===== src/rtl/uart_pkg.sv =====
// Shared UART definitions: receiver/transmitter FSM encoding and bit-timing derivation.
package uart_pkg;

  typedef logic [1:0] uart_state_t;

  localparam uart_state_t ST_IDLE  = 2'd0;
  localparam uart_state_t ST_START = 2'd1;
  localparam uart_state_t ST_DATA  = 2'd2;
  localparam uart_state_t ST_STOP  = 2'd3;

  function automatic int clks_per_bit(input int clk_freq, input int baud);
    return clk_freq / baud;
  endfunction

  function automatic int half_bit(input int cpb);
    return cpb / 2;
  endfunction

endpackage


===== src/rtl/uart_rx_fifo.sv =====
// Small received-byte FIFO; the head byte is held in a register so it stays stable when empty.
module uart_rx_fifo #(
  parameter int WIDTH = 8,
  parameter int DEPTH = 4
) (
  input  logic             clk,
  input  logic             rst_n,
  input  logic             push,
  input  logic [WIDTH-1:0] din,
  input  logic             pop,
  output logic             full,
  output logic             empty,
  output logic [WIDTH-1:0] dout
);

  localparam int AW = $clog2(DEPTH);

  generate
    if (DEPTH < 2 || DEPTH > 16 || (DEPTH & (DEPTH - 1)) != 0) begin : g_bad_depth
      $error("uart_rx_fifo: DEPTH must be a power of two in 2..16");
    end
  endgenerate

  logic [AW:0]      r_wr_ptr;
  logic [AW:0]      r_rd_ptr;
  logic [WIDTH-1:0] r_mem [DEPTH];
  logic [WIDTH-1:0] r_dout;
  logic             w_do_push;
  logic             w_do_pop;
  logic [AW:0]      w_wr_next;
  logic [AW:0]      w_rd_next;

  assign empty     = (r_wr_ptr == r_rd_ptr);
  assign full      = (r_wr_ptr[AW] != r_rd_ptr[AW]) && (r_wr_ptr[AW-1:0] == r_rd_ptr[AW-1:0]);
  assign w_do_pop  = pop & ~empty;
  // A pop in the same cycle frees the slot, so a full FIFO still accepts the push.
  assign w_do_push = push & (~full | w_do_pop);
  assign w_wr_next = r_wr_ptr + {{AW{1'b0}}, w_do_push};
  assign w_rd_next = r_rd_ptr + {{AW{1'b0}}, w_do_pop};
  assign dout      = r_dout;

  always_ff @(posedge clk) begin
    if (w_do_push) begin
      r_mem[r_wr_ptr[AW-1:0]] <= din;
    end
  end

  always_ff @(posedge clk or negedge rst_n) begin
    if (!rst_n) begin
      r_wr_ptr <= '0;
      r_rd_ptr <= '0;
      r_dout   <= '0;
    end else begin
      r_wr_ptr <= w_wr_next;
      r_rd_ptr <= w_rd_next;
      // Preload the next head; bypass when it is the byte being written this cycle.
      if (w_rd_next != w_wr_next) begin
        r_dout <= (w_do_push && (w_rd_next == r_wr_ptr)) ? din : r_mem[w_rd_next[AW-1:0]];
      end
    end
  end

endmodule


===== src/rtl/uart_rx_8n1.sv =====
// 8N1 UART receiver: synchronizer, mid-bit sampling FSM, shifter and output FIFO.
module uart_rx_8n1
  import uart_pkg::*;
#(
  parameter int CLK_FREQ   = 100000000,
  parameter int BAUD       = 1000000,
  parameter int FIFO_DEPTH = 4
) (
  input  logic       clk,
  input  logic       rst_n,
  input  logic       rx,
  output logic [7:0] out_data,
  output logic       out_valid,
  input  logic       out_ready,
  output logic       frame_err,
  output logic       overrun,
  output logic       busy
);

  localparam int CLKS_PER_BIT = clks_per_bit(CLK_FREQ, BAUD);
  localparam int HALF_BIT     = half_bit(CLKS_PER_BIT);
  localparam int TW           = $clog2(CLKS_PER_BIT);
  localparam logic [TW-1:0] BIT_LAST  = TW'(CLKS_PER_BIT - 1);
  localparam logic [TW-1:0] HALF_LAST = TW'(HALF_BIT - 1);

  generate
    if (CLKS_PER_BIT < 8) begin : g_bad_rate
      $error("uart_rx_8n1: CLK_FREQ/BAUD must be at least 8");
    end
  endgenerate

  uart_state_t   r_state;
  logic          r_rx_meta;
  logic          r_rxs;
  logic [TW-1:0] r_timer;
  logic [2:0]    r_bit_cnt;
  logic [7:0]    r_shift;
  logic          r_stop_wait;
  logic          r_frame_err;
  logic          r_overrun;
  logic          w_push;
  logic          w_pop;
  logic          w_full;
  logic          w_empty;

  assign w_push    = (r_state == ST_STOP) && !r_stop_wait && (r_timer == BIT_LAST) && r_rxs;
  assign out_valid = ~w_empty;
  assign w_pop     = out_ready & out_valid;
  assign frame_err = r_frame_err;
  assign overrun   = r_overrun;
  assign busy      = (r_state != ST_IDLE);

  always_ff @(posedge clk or negedge rst_n) begin
    if (!rst_n) begin
      r_rx_meta <= 1'b1;
      r_rxs     <= 1'b1;
    end else begin
      r_rx_meta <= rx;
      r_rxs     <= r_rx_meta;
    end
  end

  always_ff @(posedge clk or negedge rst_n) begin
    if (!rst_n) begin
      r_state     <= ST_IDLE;
      r_timer     <= '0;
      r_bit_cnt   <= '0;
      r_shift     <= '0;
      r_stop_wait <= 1'b0;
      r_frame_err <= 1'b0;
      r_overrun   <= 1'b0;
    end else begin
      r_frame_err <= 1'b0;
      r_overrun   <= w_push & w_full & ~w_pop;
      case (r_state)
        ST_IDLE: begin
          if (!r_rxs) begin
            r_state <= ST_START;
            r_timer <= '0;
          end
        end
        ST_START: begin
          if (r_timer == HALF_LAST) begin
            r_timer   <= '0;
            r_bit_cnt <= '0;
            r_state   <= r_rxs ? ST_IDLE : ST_DATA;
          end else begin
            r_timer <= r_timer + 1'b1;
          end
        end
        ST_DATA: begin
          if (r_timer == BIT_LAST) begin
            r_timer   <= '0;
            r_shift   <= {r_rxs, r_shift[7:1]};
            r_bit_cnt <= r_bit_cnt + 3'd1;
            if (r_bit_cnt == 3'd7) begin
              r_state     <= ST_STOP;
              r_stop_wait <= 1'b0;
            end
          end else begin
            r_timer <= r_timer + 1'b1;
          end
        end
        ST_STOP: begin
          // After a bad stop bit, hold here until the line returns to idle.
          if (r_stop_wait) begin
            if (r_rxs) begin
              r_state     <= ST_IDLE;
              r_stop_wait <= 1'b0;
            end
          end else if (r_timer == BIT_LAST) begin
            r_timer <= '0;
            if (r_rxs) begin
              r_state <= ST_IDLE;
            end else begin
              r_frame_err <= 1'b1;
              r_stop_wait <= 1'b1;
            end
          end else begin
            r_timer <= r_timer + 1'b1;
          end
        end
        default: r_state <= ST_IDLE;
      endcase
    end
  end

  uart_rx_fifo #(
    .WIDTH(8),
    .DEPTH(FIFO_DEPTH)
  ) u_fifo (
    .clk  (clk),
    .rst_n(rst_n),
    .push (w_push),
    .din  (r_shift),
    .pop  (w_pop),
    .full (w_full),
    .empty(w_empty),
    .dout (out_data)
  );

endmodule


===== config.mk =====
export PLATFORM = sky130hd
export DESIGN_NAME = uart_rx_8n1
export DESIGN_NICKNAME = d
export VERILOG_FILES = /design/src/rtl/uart_pkg.sv /design/src/rtl/uart_rx_fifo.sv /design/src/rtl/uart_rx_8n1.sv
export SDC_FILE = /design/constraint.sdc
export NUM_CORES = 1
export LEC_CHECK = 0
export ABC_AREA = 1
export BUFFER_PORTS_ARGS = -buffer_cell sky130_fd_sc_hd__buf_4
export CAP_MARGIN = 30
export CORE_UTILIZATION = 40
export CTS_BUF_LIST = sky130_fd_sc_hd__clkbuf_4 sky130_fd_sc_hd__clkbuf_8 sky130_fd_sc_hd__clkbuf_16
export DETAILED_ROUTE_END_ITERATION = 10
export GPL_TIMING_DRIVEN = 0
export PLACE_DENSITY = 0.66
export SYNTH_ARGS = -nofsm -noshare
export SYNTH_HDL_FRONTEND = slang
export SYNTH_SLANG_ARGS = --single-unit

===== constraint.sdc =====
create_clock -name clk -period 3 [get_ports clk]
set_input_delay 0.75 -clock clk [delete_from_list [all_inputs] [get_ports clk]]
set_output_delay 0.75 -clock clk [all_outputs]
set_load 0.02 [all_outputs]

==> run summary, run 1 <==
Status = complete, no violations
Worst path bufs/invs = 3
R2r setup slk = 0.27 ns
# clock sinks = 71
R2R depth = 18
PortBufs = 15
Clk buf depth = 2
PD cells = 504 mW/mm2
CTS tree = yes
Critical setup path kind = reg -> reg
Slowest CP cell = dfrtp_1
Post-CTS Hold Fix Bufs = 0
GP Congestion = 0.844
Die Area = 0.00875 mm2
Yosys warnings = 0
Syn-to-layout area delta = 15.3%
Core Area = 0.00818 mm2
Worst min-delay path class = reg -> reg
Detailed Route Iter0 Violations = 84
CP required = 3.23 ns
Final wirelength = 6560 um
Avg Synthesized Cell Area = 9.36 um2
Top Ports = 16
Hold Fails Final Rpt = 0
Register area = 0.00194 mm2
Number of global-route vias before repair = 2441
Drt drc = 0
Worst slew pin tran = 0.772 ns
Critical Path AT = 2.95 ns
Final Skew = 0.0102 ns
Post-route minimum period = 2.73 ns
#FFs+latches synth = 71
DR vias/cell = 4.85
Hold Path Stages = 0
Clock tree root driver cell = clkbuf_8
Layout cells sized above 1 = 0.168
Critical-path cell list = inv_1 > nand2_1 > nand2_1 > nor2_1 > nand2_1 > nand2_1 > inv_1 > ha_1 > ha_1 > buf_2 > nand2_1 > nand2_1 > nor2_2 > nand3_4 > o21bai_1 > nand2_1 > nand2_1 > nand2_1
Diode count = 0
Die Ht = 93.5 um
DP HPWL = 4580 um
DRT antenna net count = 0
CP endpoint kind = register
Hold WS = 0.357 ns
Crit path from = u_fifo.r_wr_ptr[1]$_DFF_PN0_
Hold Startpoint = r_rx_meta$_DFF_PN1_
Period utilization = 0.909
Initial Utilization = 0.410
Reg clk slew, reported paths = 0.07 ns
FP Rows = 33
Top Family by Delay on Critical Path = simple AND/OR/NAND/NOR gates
Max-slew violations = 0
H-tree lvl count = 3
Max-cap violations = 0
Worst path depth = 18
Syn_nets = 370
CTS Buf Count = 9
Origin of the critical flop-to-flop path = u_fifo.r_wr_ptr[1]$_DFF_PN0_
Peak supply drop = 0.000327 V
Grt ovf = 0
Setup tns final = 0 ns
Leak pwr = 1.85 nW
Slew HR = 0.483
CP dominant cell by count = nand2_1
Post-synthesis sequential area ratio = 0.579
Global-route wire length before repair = 11200 um
Filler instances = 762
Final-stage net count = 399
Router iterations before antenna repair = 4
Mapped Area = 0.00335 mm2
Final setup fails = 0
RSZ-0062 raised after global routing = false
Largest net degree at the start of global routing = 40
Crit path max fanout = 10
Cells after Synth = 358
Die extent in x = 93.5 um
Initial antenna violation count = 0
Global Route Usage Sum = 0.170
Unique masters post-synth = 35
Startpoint types = register
Area occupied by multi-input gates = 0.00125 mm2
Via count = 2410
Largest stage delay on the critical path = 0.49 ns
Fmax = 367 MHz
Drt wl/cell = 13.2 um
Clock latency on the worst-skew pair = 0.34 ns
[synthesized netlist by cell type]
| cell | count | area share |
|---|---|---|
| ha_1 | 8 | 0.030 |
| nand2_1 | 129 | 0.14 |
| nor2_1 | 23 | 0.026 |
| a31o_2 | 1 | 0.0026 |
| o2111ai_1 | 1 | 0.0026 |
| mux2_2 | 1 | 0.0034 |
| buf_6 | 1 | 0.0034 |
| nand3b_1 | 1 | 0.0022 |
| o21bai_1 | 1 | 0.0022 |
| nand2_2 | 4 | 0.0075 |
| edfxtp_1 | 32 | 0.29 |
| o31ai_1 | 1 | 0.0022 |
| o21ai_0 | 8 | 0.012 |
| o21bai_2 | 7 | 0.024 |
| inv_2 | 5 | 0.0056 |
| o21ai_1 | 6 | 0.0090 |
| a21oi_1 | 5 | 0.0075 |
| nor2_4 | 1 | 0.0034 |
| dfrtp_1 | 37 | 0.28 |
| nor2_2 | 2 | 0.0037 |
| xor2_1 | 5 | 0.013 |
| dfstp_2 | 2 | 0.016 |
| nand3_4 | 1 | 0.0052 |
| buf_2 | 4 | 0.0060 |
| a211oi_1 | 1 | 0.0022 |
| nand3_1 | 31 | 0.046 |
| nor4_1 | 1 | 0.0019 |
| a31oi_1 | 1 | 0.0019 |
| nand4_1 | 3 | 0.0056 |
| inv_1 | 26 | 0.029 |
| nor3_1 | 3 | 0.0045 |
| buf_4 | 1 | 0.0022 |
| a21boi_0 | 2 | 0.0045 |
| xnor2_1 | 2 | 0.0052 |
| clkinv_4 | 1 | 0.0026 |
[cells in the final DEF, fill, tap and decap left out, drive strengths merged, types with 5 or more instances in the layout]
master,n
nand2,133
dfrtp,37
ha,8
buf,24
a21oi,5
edfxtp,32
xor2,5
o21bai,8
nor2,26
inv,30
o21ai,14
clkbuf,12
nand3,32
[cell families after synthesis]
logic type                 count (synthesis)  synth area share
and+or+nand+nor                          199             0.251
DFF                                       71             0.579
buffers and inverters                     38            0.0489
AOI/OAI and AO/OA                         34            0.0702
adders and majority gates                  8            0.0299
xor gates and xnor gates                   7            0.0183
muxes                                      1           0.00336
[what timing repair did]
item | 4_1_cts | 5_1_grt
gates resized for setup | 0 | 1
endpoints found under the setup margin | 0 | 8
setup buffers | 0 | 1
[where the power goes]
group	internal [mW]	switching [mW]	total, mW
Clock	0.580	0.341	0.920
Sequential	1.01	0.00147	1.01
Combinational	0.00283	0.0112	0.0141
Total	1.59	0.353	1.95
[metal layers]
layer	vias to the layer above	global-route usage	wire (um)
met2	24	0.291	3350
met4	0	0.0641	34
li1	1233	-	-
met5	-	0	0
met1	1151	0.210	2990
met3	2	0.0390	189
[layout make-up]
cell class / count / area share
sequential: 71 / 0.502
multi-input combinational: 249 / 0.323
clock buffer: 12 / 0.0379
timing repair buffer: 18 / 0.0350
tap: 105 / 0.0340
inverter: 32 / 0.0334
clock inverter: 4 / 0.0246
buffer: 6 / 0.0100
[sequential cells by signal (all words and copies together) (netlist names), 3 cells and up, named ones only]
name             count
r_bit_cnt            3
u_fifo.r_mem        32
r_timer              7
r_shift              8
u_fifo.r_wr_ptr      3
u_fifo.r_rd_ptr      3
u_fifo.dout          8
[final timing paths]
path	end
hold / removal	r_rxs$_DFF_PN1_
hold reg to reg	r_rxs$_DFF_PN1_
setup / recovery	u_fifo.dout[0]$_DFFE_PN0P_
min in group asynchronous	r_shift[7]$_DFFE_PN0P_
max in group asynchronous	r_rxs$_DFF_PN1_
setup reg to reg	u_fifo.dout[0]$_DFFE_PN0P_
[worst reg2reg max path, delay by kind of cell (launching register included)]
family	cells	cell delay, ns
buffers and inverters	3	0.36
DFF	1	0.49
AOI/OAI and AO/OA	1	0.22
and+or+nand+nor	12	1.08
adders and majority gates	2	0.49
[per-stage QoR]
stage | setup slack (ns) | utilization | instances | area, um2 | power (mW)
floorplan | 0.535 | - | 358 | 3350 | 1.03
global placement | 0.176 | 0.440 | 478 | 3590 | 1.05
detailed placement | 0.105 | 0.442 | 480 | 3610 | 1.05
CTS | 0.111 | 0.471 | 496 | 3850 | 1.97
global route | 0.00228 | 0.472 | 497 | 3860 | 2.00
finish | 0.273 | 0.472 | 497 | 3860 | 1.95
Note: power is estimated with default switching activity, not from simulation.
==> inputs of run 2 (changes only) <==
- CTS_BUF_LIST: sky130_fd_sc_hd__clkbuf_4 sky130_fd_sc_hd__clkbuf_8 sky130_fd_sc_hd__clkbuf_16 -> sky130_fd_sc_hd__clkbuf_8 sky130_fd_sc_hd__clkbuf_16
- clock period: 3 -> 2.7 ns (I/O delays scaled with it)
==> run 2 against run 1 <==
Worst setup slack got worse by 0.13 ns; core utilization increased by 1.4 points; clock skew about the same; via count increased by 2.8%; register-to-register slack got worse by 0.13 ns; total power increased by 9.2%; clock power increased by 7.0%; largest cell class unchanged; largest power group unchanged.
==> run summary, run 2 (synthesized netlist as in run 1, its figures left out) <==
Critical Path End = u_fifo.dout[2]$_DFFE_PN0P_
Largest register FFs = 32 (unchanged)
Global-route wire length before repair = 11200 um (+0.43%)
Sw Share = 0.186 (+0.00498)
Slowest CP cell = dfrtp_1
Worst slew pin tran = 0.786 ns (+0.0138 ns)
Crit path from = r_timer[0]$_DFFE_PN0P_
Final-stage net count = 409 (+2.5%)
Detailed Route Iter0 Violations = 93 (+11%)
PD cells = 535 mW/mm2 (+6.0%)
Critical setup path kind = reg -> reg
Max-cap violations = 0 (unchanged)
Clock tree root driver cell = clkbuf_8
H-tree lvl count = 3 (unchanged)
Leak pwr = 1.91 nW (+2.9%)
Period utilization = 0.948 (+0.0393)
CP required = 2.93 ns (-0.30 ns)
Origin of the critical flop-to-flop path = r_timer[0]$_DFFE_PN0P_
Final core utilization = 0.486 (+0.0139)
Setup WS pre-CTS = -0.139 ns (-0.244 ns)
Clk pwr share = 0.463 (-0.010)
GP Congestion = 0.844 (unchanged)
Die Ht = 93.5 um (unchanged)
Via count = 2477 (+2.8%)
Number of global-route vias before repair = 2461 (+0.82%)
CP endpoint kind = register
CTS tree = yes
R2r setup slk = 0.14 ns (-0.13 ns)
DRT antenna net count = 0 (unchanged)
Final wirelength = 7000 um (+6.8%)
# clock sinks = 71 (unchanged)
Largest stage delay on the critical path = 0.38 ns (-0.11 ns)
Global Route Usage Sum = 0.171 (+0.000704)
Filler instances = 765 (+0.39%)
Status = complete, no violations
DP HPWL = 4580 um (unchanged)
Post-route minimum period = 2.56 ns (-0.167 ns)
Syn-to-layout area delta = 18.7%
R2R depth = 16 (-2)
FP Rows = 33 (unchanged)
Top Ports = 16 (unchanged)
Hold WS = 0.303 ns (-0.0538 ns)
Final Skew = 0.00995 ns (-0.000259 ns)
DR vias/cell = 4.89 (+0.75%)
Clk buf depth = 2 (unchanged)
R2R Path End = u_fifo.dout[2]$_DFFE_PN0P_
Psw = 396 uW (+12%)
Setup tns final = 0 ns (unchanged)
Worst Slack Setup Final = 0.139 ns (-0.133 ns)
Peak supply drop = 0.000368 V (+13%)
Hold Fails Final Rpt = 0 (unchanged)
Critical Path AT = 2.79 ns (-0.16 ns)
Worst path depth = 16 (-2)
Final setup fails = 0 (unchanged)
Commonest cells after routing, fill and taps aside = 128 x nand2_1, 34 x dfrtp_1, 32 x edfxtp_1
CTS Buf Count = 9 (unchanged)
Critical-path cell list = ha_2 > nand2_1 > nor2_2 > nand2_2 > nor2_1 > nand2_1 > buf_6 > inv_1 > ha_1 > ha_2 > xor2_2 > xnor2_1 > nand2_2 > clkinvlp_4 > nand2_1 > nand2_1
Layout cells sized above 1 = 0.206 (+0.0381)
Clock latency on the worst-skew pair = 0.34 ns (about the same)
Grt ovf = 0 (unchanged)
Slew HR = 0.474 (-0.00925)
Max-slew violations = 0 (unchanged)
Drt wl/cell = 13.8 um (+4.7%)
Crit path max fanout = 10 (unchanged)
Cell internal pwr = 1.73 mW (+8.5%)
Fmax = 391 MHz (+6.5%)
Initial antenna violation count = 0 (unchanged)
Startpoint types = register
Combinational share of power = 0.007 (about the same)
Drt drc = 0 (unchanged)
Reg clk slew, reported paths = 0.07 ns (about the same)
Sequential share of power = 0.529 (+0.009)
CP dominant cell by count = nand2_1
Post-CTS Hold Fix Bufs = 0 (unchanged)
Router iterations before antenna repair = 4 (unchanged)
Worst path bufs/invs = 3 (unchanged)
Worst min-delay path class = in -> async
Die extent in x = 93.5 um (unchanged)
Top Family by Delay on Critical Path = simple AND/OR/NAND/NOR gates
Largest net degree at the start of global routing = 40 (unchanged)
Commonest non-fill, non-tap cell in the layout = nand2_1
PortBufs = 15 (unchanged)
Diode count = 0 (unchanged)
Core Area = 0.00818 mm2 (unchanged)
Initial Utilization = 0.410 (unchanged)
Die Area = 0.00875 mm2 (unchanged)
## run 2: changes by cell type in the layout (fill, tap and decap cells not counted), sizes merged
cell    before  now
clkbuf      12    9
nand3       32   33
buf         24   33
inv         30   33
## run 2: layout make-up
cell class | count | area (um2) | share of cell area
sequential | 71 | 1940 | 0.489
multi-input combinational | 250 | 1290 | 0.326
timing repair buffer | 27 | 203 | 0.0510
tap | 105 | 131 | 0.0330
inverter | 32 | 129 | 0.0324
clock buffer | 9 | 124 | 0.0312
clock inverter | 7 | 106 | 0.0267
buffer | 6 | 45.0 | 0.0113
## run 2: power by group through the flow
stage          clock, mW  sequential [mW]  combinational, mW
2_1_floorplan          0             1.15           0.000774
3_3_place_gp           0             1.15             0.0168
3_5_place_dp           0             1.15             0.0170
4_1_cts             1.00             1.13             0.0171
5_1_grt             1.04             1.13             0.0189
6_report           0.984             1.13             0.0159
## run 2: worst min path at each step
stage | cells after the start | end | slack, ns | startpoint
2_1_floorplan | 0 | r_rxs$_DFF_PN1_ | 0.35 | r_rx_meta$_DFF_PN1_
3_3_place_gp | 0 | r_rxs$_DFF_PN1_ | 0.35 | r_rx_meta$_DFF_PN1_
3_5_place_dp | 0 | r_rxs$_DFF_PN1_ | 0.35 | r_rx_meta$_DFF_PN1_
4_1_cts | 1 | u_fifo.dout[7]$_DFFE_PN0P_ | 0.31 | rst_n
5_1_grt | 1 | u_fifo.dout[6]$_DFFE_PN0P_ | 0.33 | rst_n
6_report | 1 | r_shift[7]$_DFFE_PN0P_ | 0.30 | rst_n
## run 2: timing repair
action	4_1_cts	5_1_grt
setup endpoints to repair	8	8
pin swaps	1	2
buffers inserted	2	8
cloned	0	1
gates resized for setup	2	13
## run 2: through the flow
step / cell area (um2) / cells / total power [mW]
3_5_place_dp: 3610 / 480 / 1.17
3_3_place_gp: 3590 / 478 / 1.16
6_report: 3980 / 507 / 2.13
2_1_floorplan: 3350 / 358 / 1.15
5_1_grt: 3980 / 507 / 2.19
4_1_cts: 3860 / 498 / 2.14
## run 2: metal layers
layer,wire [um],vias to the layer above,global-route usage
met5,0,-,0
met2,3550,58,0.294
li1,-,1253,-
met1,3000,1158,0.210
met3,322,8,0.0382
met4,125,0,0.0641
==> inputs of run 3 (changes only) <==
- CTS_BUF_LIST: sky130_fd_sc_hd__clkbuf_8 sky130_fd_sc_hd__clkbuf_16 -> default
- clock period: 2.7 -> 3.1 ns (I/O delays scaled with it)
==> run 3 against run 2 <==
Register-to-register slack better by 0.24 ns; global-route usage down 0.088 points; largest cell class unchanged; hold slack better by 0.054 ns; sequential share of layout area up 1.5 points; highest routed layer unchanged; die area unchanged; critical path depth up 2; via count down 2.3%; count of clock-buffer cells in the layout up 3; clock skew down 0.00050 ns; final cell count down 2.0%; sequential power down 13%.
==> run summary, run 3 (synthesized netlist as in run 1, its figures left out) <==
Worst path bufs/invs = 3 (unchanged)
Commonest cells after routing, fill and taps aside = 129 x nand2_1, 37 x dfrtp_1, 32 x edfxtp_1
Final wirelength = 6560 um (-6.3%)
Via count = 2421 (-2.3%)
Final core utilization = 0.471 (-0.0153)
Largest register FFs = 32 (unchanged)
# clock sinks = 71 (unchanged)
Diode count = 0 (unchanged)
Hold Fails Final Rpt = 0 (unchanged)
Critical-path cell list = inv_1 > nand2_1 > nand2_1 > nor2_1 > nand2_1 > nand2_1 > inv_1 > ha_1 > ha_1 > buf_2 > nand2_1 > nand2_1 > nor2_2 > nand3_4 > o21bai_1 > nand2_1 > nand2_1 > nand2_1
GP Congestion = 0.844 (unchanged)
FP Rows = 33 (unchanged)
Final Skew = 0.00944 ns (-0.000505 ns)
Drt wl/cell = 13.2 um (-4.5%)
Largest net degree at the start of global routing = 40 (unchanged)
Die Ht = 93.5 um (unchanged)
Clock latency on the worst-skew pair = 0.34 ns (about the same)
Router iterations before antenna repair = 4 (unchanged)
Detailed Route Iter0 Violations = 93 (unchanged)
Die extent in x = 93.5 um (unchanged)
Setup tns final = 0 ns (unchanged)
Leak pwr = 1.84 nW (-3.3%)
Number of global-route vias before repair = 2442 (-0.77%)
CP endpoint kind = register
Post-route minimum period = 2.73 ns (+0.164 ns)
Worst Slack Setup Final = 0.375 ns (+0.236 ns)
PortBufs = 15 (unchanged)
Top Family by Delay on Critical Path = simple AND/OR/NAND/NOR gates
CP required = 3.33 ns (+0.40 ns)
Initial antenna violation count = 0 (unchanged)
Die Area = 0.00875 mm2 (unchanged)
Initial Utilization = 0.410 (unchanged)
Max-slew violations = 0 (unchanged)
Core Area = 0.00818 mm2 (unchanged)
DRT antenna net count = 0 (unchanged)
Drt drc = 0 (unchanged)
RSZ-0062 raised after global routing = false
CP dominant cell by count = nand2_1
Grt ovf = 0 (unchanged)
Global-route wire length before repair = 11200 um (-0.61%)
DP HPWL = 4580 um (unchanged)
Critical setup path kind = reg -> reg
Final setup fails = 0 (unchanged)
Setup WS pre-CTS = 0.180 ns (+0.319 ns)
Slowest CP cell = dfrtp_1
Critical Path AT = 2.95 ns (+0.16 ns)
Filler instances = 766 (+0.13%)
Reg clk slew, reported paths = 0.07 ns (about the same)
Final-stage net count = 399 (-2.4%)
Fmax = 367 MHz (-6.0%)
Peak supply drop = 0.000317 V (-14%)
Syn-to-layout area delta = 14.9%
Startpoint types = register
Clock tree root driver cell = clkbuf_8
Worst slew pin tran = 0.767 ns (-0.0183 ns)
Largest stage delay on the critical path = 0.49 ns (+0.11 ns)
CTS Buf Count = 9 (unchanged)
Status = complete, no violations
Max-cap violations = 0 (unchanged)
Layout cells sized above 1 = 0.161 (-0.0458)
Worst min-delay path class = reg -> reg
Slew HR = 0.486 (+0.0123)
Post-CTS Hold Fix Bufs = 0 (unchanged)
CTS tree = yes
Clk buf depth = 2 (unchanged)
Commonest non-fill, non-tap cell in the layout = nand2_1
Period utilization = 0.879 (-0.0694)
DR vias/cell = 4.87 (-0.29%)
PD cells = 483 mW/mm2 (-9.7%)
Crit path max fanout = 10 (unchanged)
Global Route Usage Sum = 0.170 (-0.000880)
Top Ports = 16 (unchanged)
H-tree lvl count = 3 (unchanged)
## run 3: timing repair
item / in CTS / in global routing
endpoints found under the setup margin: 0 / 8
setup buffers: 0 / 1
resized for setup: 0 / 1
## run 3: through the flow
step | cell area [um2] | std cells | hold slack [ns] | total power [mW]
finish | 3850 | 497 | 0.357 | 1.86
global route | 3850 | 497 | 0.363 | 1.91
CTS | 3840 | 496 | 0.360 | 1.88
detailed placement | 3610 | 480 | 0.350 | 1.01
global placement | 3590 | 478 | 0.347 | 1.01
floorplan | 3350 | 358 | 0.345 | 1.00
## run 3: area by class of cell
type,instances,area [um2],area share
clock inverter,4,95.1,0.0247
timing repair buffer,18,135,0.0351
sequential,71,1940,0.504
tap,105,131,0.0341
buffer,6,38.8,0.0101
inverter,32,129,0.0335
clock buffer,12,135,0.0351
multi-input combinational,249,1250,0.324
## run 3: worst paths after layout
path	startpoint	end	slack (ns)	depth (start not counted)
setup reg to reg	u_fifo.r_wr_ptr[1]$_DFF_PN0_	u_fifo.dout[0]$_DFFE_PN0P_	0.37	18
hold / removal	r_rx_meta$_DFF_PN1_	r_rxs$_DFF_PN1_	0.36	0
min in group asynchronous	rst_n	u_fifo.dout[7]$_DFFE_PN0P_	0.40	1
setup / recovery	u_fifo.r_wr_ptr[1]$_DFF_PN0_	u_fifo.dout[0]$_DFFE_PN0P_	0.37	18
max in group asynchronous	rst_n	r_rxs$_DFF_PN1_	2.32	1
hold reg to reg	r_rx_meta$_DFF_PN1_	r_rxs$_DFF_PN1_	0.36	0
## run 3: metal layers
| layer | wire length, um | share of wire | up-vias | GRT usage |
|---|---|---|---|---|
| met1 | 2930 | 0.45 | 1142 | 0.210 |
| met3 | 297 | 0.045 | 7 | 0.0390 |
| li1 | - | - | 1233 | - |
| met2 | 3250 | 0.50 | 39 | 0.290 |
| met5 | 0 | 0 | - | 0 |
| met4 | 78 | 0.012 | 0 | 0.0641 |
## run 3: power breakdown
| part | switching (mW) | total [mW] | internal [mW] |
|---|---|---|---|
| Sequential | 0.00141 | 0.980 | 0.979 |
| Clock | 0.330 | 0.864 | 0.535 |
| Combinational | 0.0110 | 0.0138 | 0.00274 |
## run 3: worst reg2reg max path: stages, from the launching register on
cell and delay (ns):
dfrtp_1 0.49, inv_1 0.11, nand2_1 0.07, nand2_1 0.05, nor2_1 0.14, nand2_1 0.09
nand2_1 0.06, inv_1 0.04, ha_1 0.18, ha_1 0.31, buf_2 0.21, nand2_1 0.09
nand2_1 0.06, nor2_2 0.13, nand3_4 0.20, o21bai_1 0.22, nand2_1 0.07, nand2_1 0.07
nand2_1 0.05
